==> config.mk <==
export PLATFORM = sky130hd
export DESIGN_NAME = hex_pager
export DESIGN_NICKNAME = d
export VERILOG_FILES = /design/src/rtl/hex_pager.sv
export SDC_FILE = /design/constraint.sdc
export NUM_CORES = 1
export LEC_CHECK = 0
export ABC_AREA = 1
export ABC_CLOCK_PERIOD_IN_PS = 1600
export CORE_UTILIZATION = 30
export CTS_CLUSTER_SIZE = 25
export DETAILED_ROUTE_END_ITERATION = 10
export SYNTH_ARGS = -nofsm -noshare
export SYNTH_HDL_FRONTEND = slang
export SYNTH_SLANG_ARGS = --single-unit
==> constraint.sdc <==
create_clock -name CLOCK_50 -period 1.6 [get_ports CLOCK_50]
set_input_delay 0.24 -clock CLOCK_50 [delete_from_list [all_inputs] [get_ports CLOCK_50]]
set_output_delay 0.24 -clock CLOCK_50 [all_outputs]
set_load 0.005 [all_outputs]
==> src/rtl/hex_pager.sv <==
// rtl/hex_pager.sv - paged 7-segment hex viewer with debounced step key and auto scroll
module hex_pager #(
    parameter int DATA_W     = 128,
    parameter int DIGITS     = 8,
    parameter int DWELL      = 50000000,
    parameter int DEB_CYCLES = 500000,
    parameter int BLANK_CYC  = 2500000,
    localparam int PAGES     = DATA_W / (4 * DIGITS),
    localparam int PW        = (PAGES > 1) ? $clog2(PAGES) : 1
) (
    input  logic                  CLOCK_50,
    input  logic                  Reset,
    input  logic [DATA_W-1:0]     data_in,
    input  logic                  data_valid,
    input  logic                  hold,
    input  logic                  step_n,
    input  logic                  auto_mode,
    output logic [7*DIGITS-1:0]   hex_seg,
    output logic [PW-1:0]         page_idx,
    output logic                  blank
);

    localparam int DBW = $clog2(DEB_CYCLES + 1);
    localparam int DWW = $clog2(DWELL);
    localparam int BKW = $clog2(BLANK_CYC + 1);

    typedef enum logic [1:0] {S_MANUAL, S_AUTO, S_BLANK} state_t;

    state_t              state_q, state_d;
    logic [PW-1:0]       page_q, page_d;
    logic [DWW-1:0]      dwell_q, dwell_d;
    logic [BKW-1:0]      blank_cnt_q, blank_cnt_d;
    logic [DATA_W-1:0]   snap_q;
    logic                sync1_q, sync2_q, deb_q;
    logic [DBW-1:0]      deb_cnt_q;
    logic                step_pulse;
    logic                advance;
    logic [DATA_W-1:0]   page_bits;
    logic [7*DIGITS-1:0] seg_d, seg_q;

    function automatic logic [6:0] seg7(input logic [3:0] n);
        case (n)
            4'h0: seg7 = 7'h40;  4'h1: seg7 = 7'h79;  4'h2: seg7 = 7'h24;  4'h3: seg7 = 7'h30;
            4'h4: seg7 = 7'h19;  4'h5: seg7 = 7'h12;  4'h6: seg7 = 7'h02;  4'h7: seg7 = 7'h78;
            4'h8: seg7 = 7'h00;  4'h9: seg7 = 7'h10;  4'hA: seg7 = 7'h08;  4'hB: seg7 = 7'h03;
            4'hC: seg7 = 7'h46;  4'hD: seg7 = 7'h21;  4'hE: seg7 = 7'h06;  default: seg7 = 7'h0E;
        endcase
    endfunction

    // Pulse fires on the same cycle the debounced level falls; releases never pulse.
    assign step_pulse = deb_q && !sync2_q && (deb_cnt_q == DBW'(DEB_CYCLES - 1));

    always_ff @(posedge CLOCK_50) begin
        if (Reset) begin
            sync1_q   <= 1'b1;
            sync2_q   <= 1'b1;
            deb_q     <= 1'b1;
            deb_cnt_q <= '0;
        end else begin
            sync1_q <= step_n;
            sync2_q <= sync1_q;
            if (sync2_q == deb_q) begin
                deb_cnt_q <= '0;
            end else if (deb_cnt_q == DBW'(DEB_CYCLES - 1)) begin
                deb_q     <= sync2_q;
                deb_cnt_q <= '0;
            end else begin
                deb_cnt_q <= deb_cnt_q + DBW'(1);
            end
        end
    end

    always_comb begin
        state_d     = state_q;
        dwell_d     = '0;
        blank_cnt_d = '0;
        advance     = 1'b0;
        case (state_q)
            S_MANUAL: begin
                if (step_pulse) begin
                    advance = 1'b1;
                    state_d = S_BLANK;
                end else begin
                    state_d = auto_mode ? S_AUTO : S_MANUAL;
                end
            end
            S_AUTO: begin
                if (step_pulse || dwell_q == DWW'(DWELL - 1)) begin
                    advance = 1'b1;
                    state_d = S_BLANK;
                end else begin
                    state_d = auto_mode ? S_AUTO : S_MANUAL;
                    dwell_d = auto_mode ? dwell_q + DWW'(1) : '0;
                end
            end
            S_BLANK: begin
                if (blank_cnt_q == BKW'(BLANK_CYC - 1)) begin
                    state_d = auto_mode ? S_AUTO : S_MANUAL;
                end else begin
                    blank_cnt_d = blank_cnt_q + BKW'(1);
                end
            end
            default: state_d = S_MANUAL;
        endcase
        page_d = page_q;
        if (advance) begin
            page_d = (page_q == PW'(PAGES - 1)) ? '0 : page_q + PW'(1);
        end
    end

    always_comb begin
        page_bits = snap_q >> (32'(page_q) * (4 * DIGITS));
        seg_d     = '1;
        if (state_q != S_BLANK) begin
            for (int k = 0; k < DIGITS; k++) begin
                seg_d[7*k +: 7] = seg7(page_bits[4*k +: 4]);
            end
        end
    end

    always_ff @(posedge CLOCK_50) begin
        if (Reset) begin
            state_q     <= S_MANUAL;
            page_q      <= '0;
            dwell_q     <= '0;
            blank_cnt_q <= '0;
            snap_q      <= '0;
            seg_q       <= {DIGITS{7'h40}};
        end else begin
            state_q     <= state_d;
            page_q      <= page_d;
            dwell_q     <= dwell_d;
            blank_cnt_q <= blank_cnt_d;
            seg_q       <= seg_d;
            if (data_valid && !hold) begin
                snap_q <= data_in;
            end
        end
    end

    assign hex_seg  = seg_q;
    assign page_idx = page_q;
    assign blank    = (state_q == S_BLANK);

endmodule

==> summary.txt <==
Status
  • Outcome: finished with violations
  • Failing checks: negative setup slack

Detailed routing
  • WL/cell: roughly 16 um
  • TritonRoute pass-1 iters: 5
  • Routed Antenna Nets: 0
  • Initial DRC Count: 737
  • Vias post-DR: 13371
  • Routed WL: 43390 um
  • Via/cell ratio: 4.873
  • DRC viols: 0

CTS
  • CTS tree: done
  • Worst-path clk slew: approximately 0.070 ns
  • CTS hold repair buffers: 0
  • Root buffer cell: clkbuf_16
  • Clock buffer depth: 3
  • CTS buffer count: 30
  • Worst skew pair latency: approximately 0.57 ns
  • Clock Sinks: about 260
  • H-Tree Level Count: 1

Synth
  • Post-Syn Instances: 1857
  • Top cell type's share of synthesized area: 0.4083
  • Post-Synth Adder-Cell Area: 0.05242
  • Synth Warn #: 0
  • Largest family of logic cells by synthesized area: simple AND/OR/NAND/NOR gates
  • Mux share of post-synthesis cell area: 0
  • Synth Area in Simple Gates: 0.3459
  • Complex-gate fraction of the synthesized area: 0.1063
  • Synth Area per Inst: 6.812 sq um
  • Syn nets: 2044
  • Number of synthesized register bits: 258
  • Dominant cell type by area after synthesis: dfxtp_1
  • Most common flop cell mapped by yosys: dfxtp_1
  • Count of cell types in the netlist: 30
  • Mapped Area: 12650 sq um
  • Ranking of synthesized cells by area: dfxtp_1 41%, nand2_1 12%, nor2_1 12%
  • Fraction of registers with async set/reset: 0
  • Synth Area in XOR/XNOR: 0.01800
  • Synth cell count leaders: 418 x nand2_1, 388 x nor2_1, 258 x dfxtp_1
  • Sequential share of the synthesized area: 0.4083
  • Most frequent cell after synthesis: nand2_1
  • Post-synth EDFFs: 0

Finish
  • Design area: 19350 sq um
  • ANT cells: 0
  • Area delta synth->final: 52.95%
  • Final core utilization: 0.4696
  • Layout cells sized above 1: 0.2541
  • Final cell count without fillers: 2744
  • # nets final: 2377

STA
  • Final Cycle Share: 1.141
  • Pins over their slew limit: 0
  • Setup TNS Final: -6.366 ns
  • Final min period: 1.826 ns
  • RSZ-0062 raised after global routing: true
  • Count of final setup violators: 56
  • Worst Clk Skew: 0.01326 ns
  • FMAX: 547.7 MHz
  • Max-slew headroom: 0.7310
  • Hold Vio Cnt, Final: 0
  • Slew @ Worst Pin: between 0.4 and 0.5 ns
  • Min Hold Slack: 0.2625 ns
  • Final worst setup slack: -0.2258 ns

Floorplanning
  • IO Pins: 193
  • Die area: around 43000 sq um
  • Die Y: 207.3 um
  • Die width: slightly above 200 um
  • Core Region: 41200 sq um
  • Std-Cell Rows: 74
  • Starting Density: 0.3070

Power
  • VDD IR max: 0.0007734 V
  • Switch Pwr: 4.210 mW
  • Total Power: 15.99 mW
  • Flop pwr share: 0.433
  • Logic pwr share: 0.145
  • Clock Power Share: 0.422
  • Sw Share: 0.2633
  • Leak: 8.148 nW
  • Pint: 11.78 mW
  • Power per cell area: between 800 and 900 nW/um^2

Place
  • Dpl hpwl: 31260 um
  • Placer congestion estimate: 0.9123
  • Placed Area: 16420 sq um
  • I/O Buffers: between 150 and 200
  • Pre-CTS setup slack: -0.2057 ns
  • Placed cell count: 2649

Hold path
  • Hold depth: 3
  • Hold Path End: snap_q[107]$_SDFFE_PP0P_
  • Hold crit path type: in -> reg
  • Hold path start: data_in[107]

Critical path
  • Crit path DAT: 2.33 ns
  • Crit path capture type: register
  • Worst R2R Setup Slack: -0.23 ns
  • CP Launch Type: register
  • R2r worst-path depth: 12
  • Req. time, crit path: approximately 2.1 ns
  • CP Max Fanout: 6
  • RR Startpoint: page_idx[0]$_SDFFE_PP0P_
  • RR Endpoint: hex_seg[11]$_SDFF_PP0_
  • CP Class: reg -> reg

Global route
  • Vias in the first global route: around 13000
  • Pin count of the biggest net entering global routing: 62
  • First-pass GRT wire length: 66670 um
  • Overflow after GRT: 0
  • Total GRT Usage: 0.1907
  • Initial antenna violation count: 0

Run
  • Max-Cap Viols: 0
power by group through the flow:
| stage | combinational, mW | clock, mW | sequential [mW] |
|---|---|---|---|
| floorplan | 0.920 | 0 | 6.98 |
| global placement | 1.96 | 0 | 7.06 |
| detailed placement | 1.98 | 0 | 7.06 |
| CTS | 2.02 | 6.87 | 6.92 |
| global route | 2.53 | 7.13 | 6.95 |
| finish | 2.31 | 6.74 | 6.93 |
cell families after synthesis:
kind of cell / after synthesis
buffers and inverters: 210
XOR/XNOR: 26
flip-flops: 258
adder cells (fa/ha/maj): 53
AO/OA/AOI/OAI: 260
AND/OR/NAND/NOR: 1050
routing by layer:
| layer | up-vias | routed length (um) | global-route usage |
|---|---|---|---|
| met5 | - | 0 | 0 |
| met4 | 0 | 1904 | 0.09135 |
| met3 | 105 | 2122 | 0.02526 |
| met2 | 444 | 20010 | 0.3116 |
| met1 | 6167 | 19360 | 0.2481 |
| li1 | 6655 | - | - |
registers in the layout (all words and copies together) (netlist names):
name         count
page_idx         2
dwell_q         26
deb_cnt_q       19
state_q          2
sync2_q          1
hex_seg         56
blank_cnt_q     22
sync1_q          1
snap_q         128
deb_q            1
worst max-delay path, stage by stage, from the launching register on:
cell and delay (ns):
dfxtp_4 0.45, inv_8 0.07, buf_12 0.15, buf_8 0.13
nand2_4 0.04, nand3_2 0.08, nand2_4 0.15, buf_6 0.12
ha_4 0.16, nand2_4 0.06, o21ai_0 0.16, a21oi_1 0.07
nor2_1 0.09
worst max path at each step:
stage | startpoint | end | slack (ns) | cells after the start
floorplan | page_idx[0]$_SDFFE_PP0P_ | hex_seg[31]$_SDFF_PP0_ | -0.03 | 14
global placement | page_idx[1]$_SDFFE_PP0P_ | hex_seg[44]$_SDFF_PP0_ | -0.20 | 10
detailed placement | page_idx[1]$_SDFFE_PP0P_ | hex_seg[45]$_SDFF_PP0_ | -0.21 | 12
CTS | page_idx[0]$_SDFFE_PP0P_ | hex_seg[2]$_SDFF_PP0_ | -0.18 | 12
global route | page_idx[0]$_SDFFE_PP0P_ | hex_seg[24]$_SDFF_PP0_ | -0.29 | 14
finish | page_idx[0]$_SDFFE_PP0P_ | hex_seg[11]$_SDFF_PP0_ | -0.23 | 12
placed cells by master, fill, tap and decap left out, drive strengths merged, types with 4 or more instances in the layout:
cell	count
a21oi	55
a31oi	13
buf	184
clkbuf	45
clkdlybuf4s50	133
clkinv	10
dfxtp	258
dlygate4sd2	55
ha	53
inv	135
nand2	434
nand3	156
nand3b	8
nand4	25
nor2	392
nor3	26
nor3b	5
o211ai	9
o21ai	183
or2	4
xnor2	7
xor2	19
final cells by class:
cell class	instances	area, sq um
Clock inverter	14	105.1
Tap cell	532	665.6
Multi-Input combinational cell	1389	8128
Fill cell	3984	21850
Sequential cell	258	5197
Timing Repair Buffer	378	3817
Clock buffer	40	859.6
Inverter	133	574.3
what timing repair did:
action,in CTS,in global routing
gates cloned,1,6
pin swaps,19,79
setup buffers,13,22
setup endpoints to repair,113,129
gates resized for setup,168,289
Note: power is estimated with default switching activity, not from simulation.
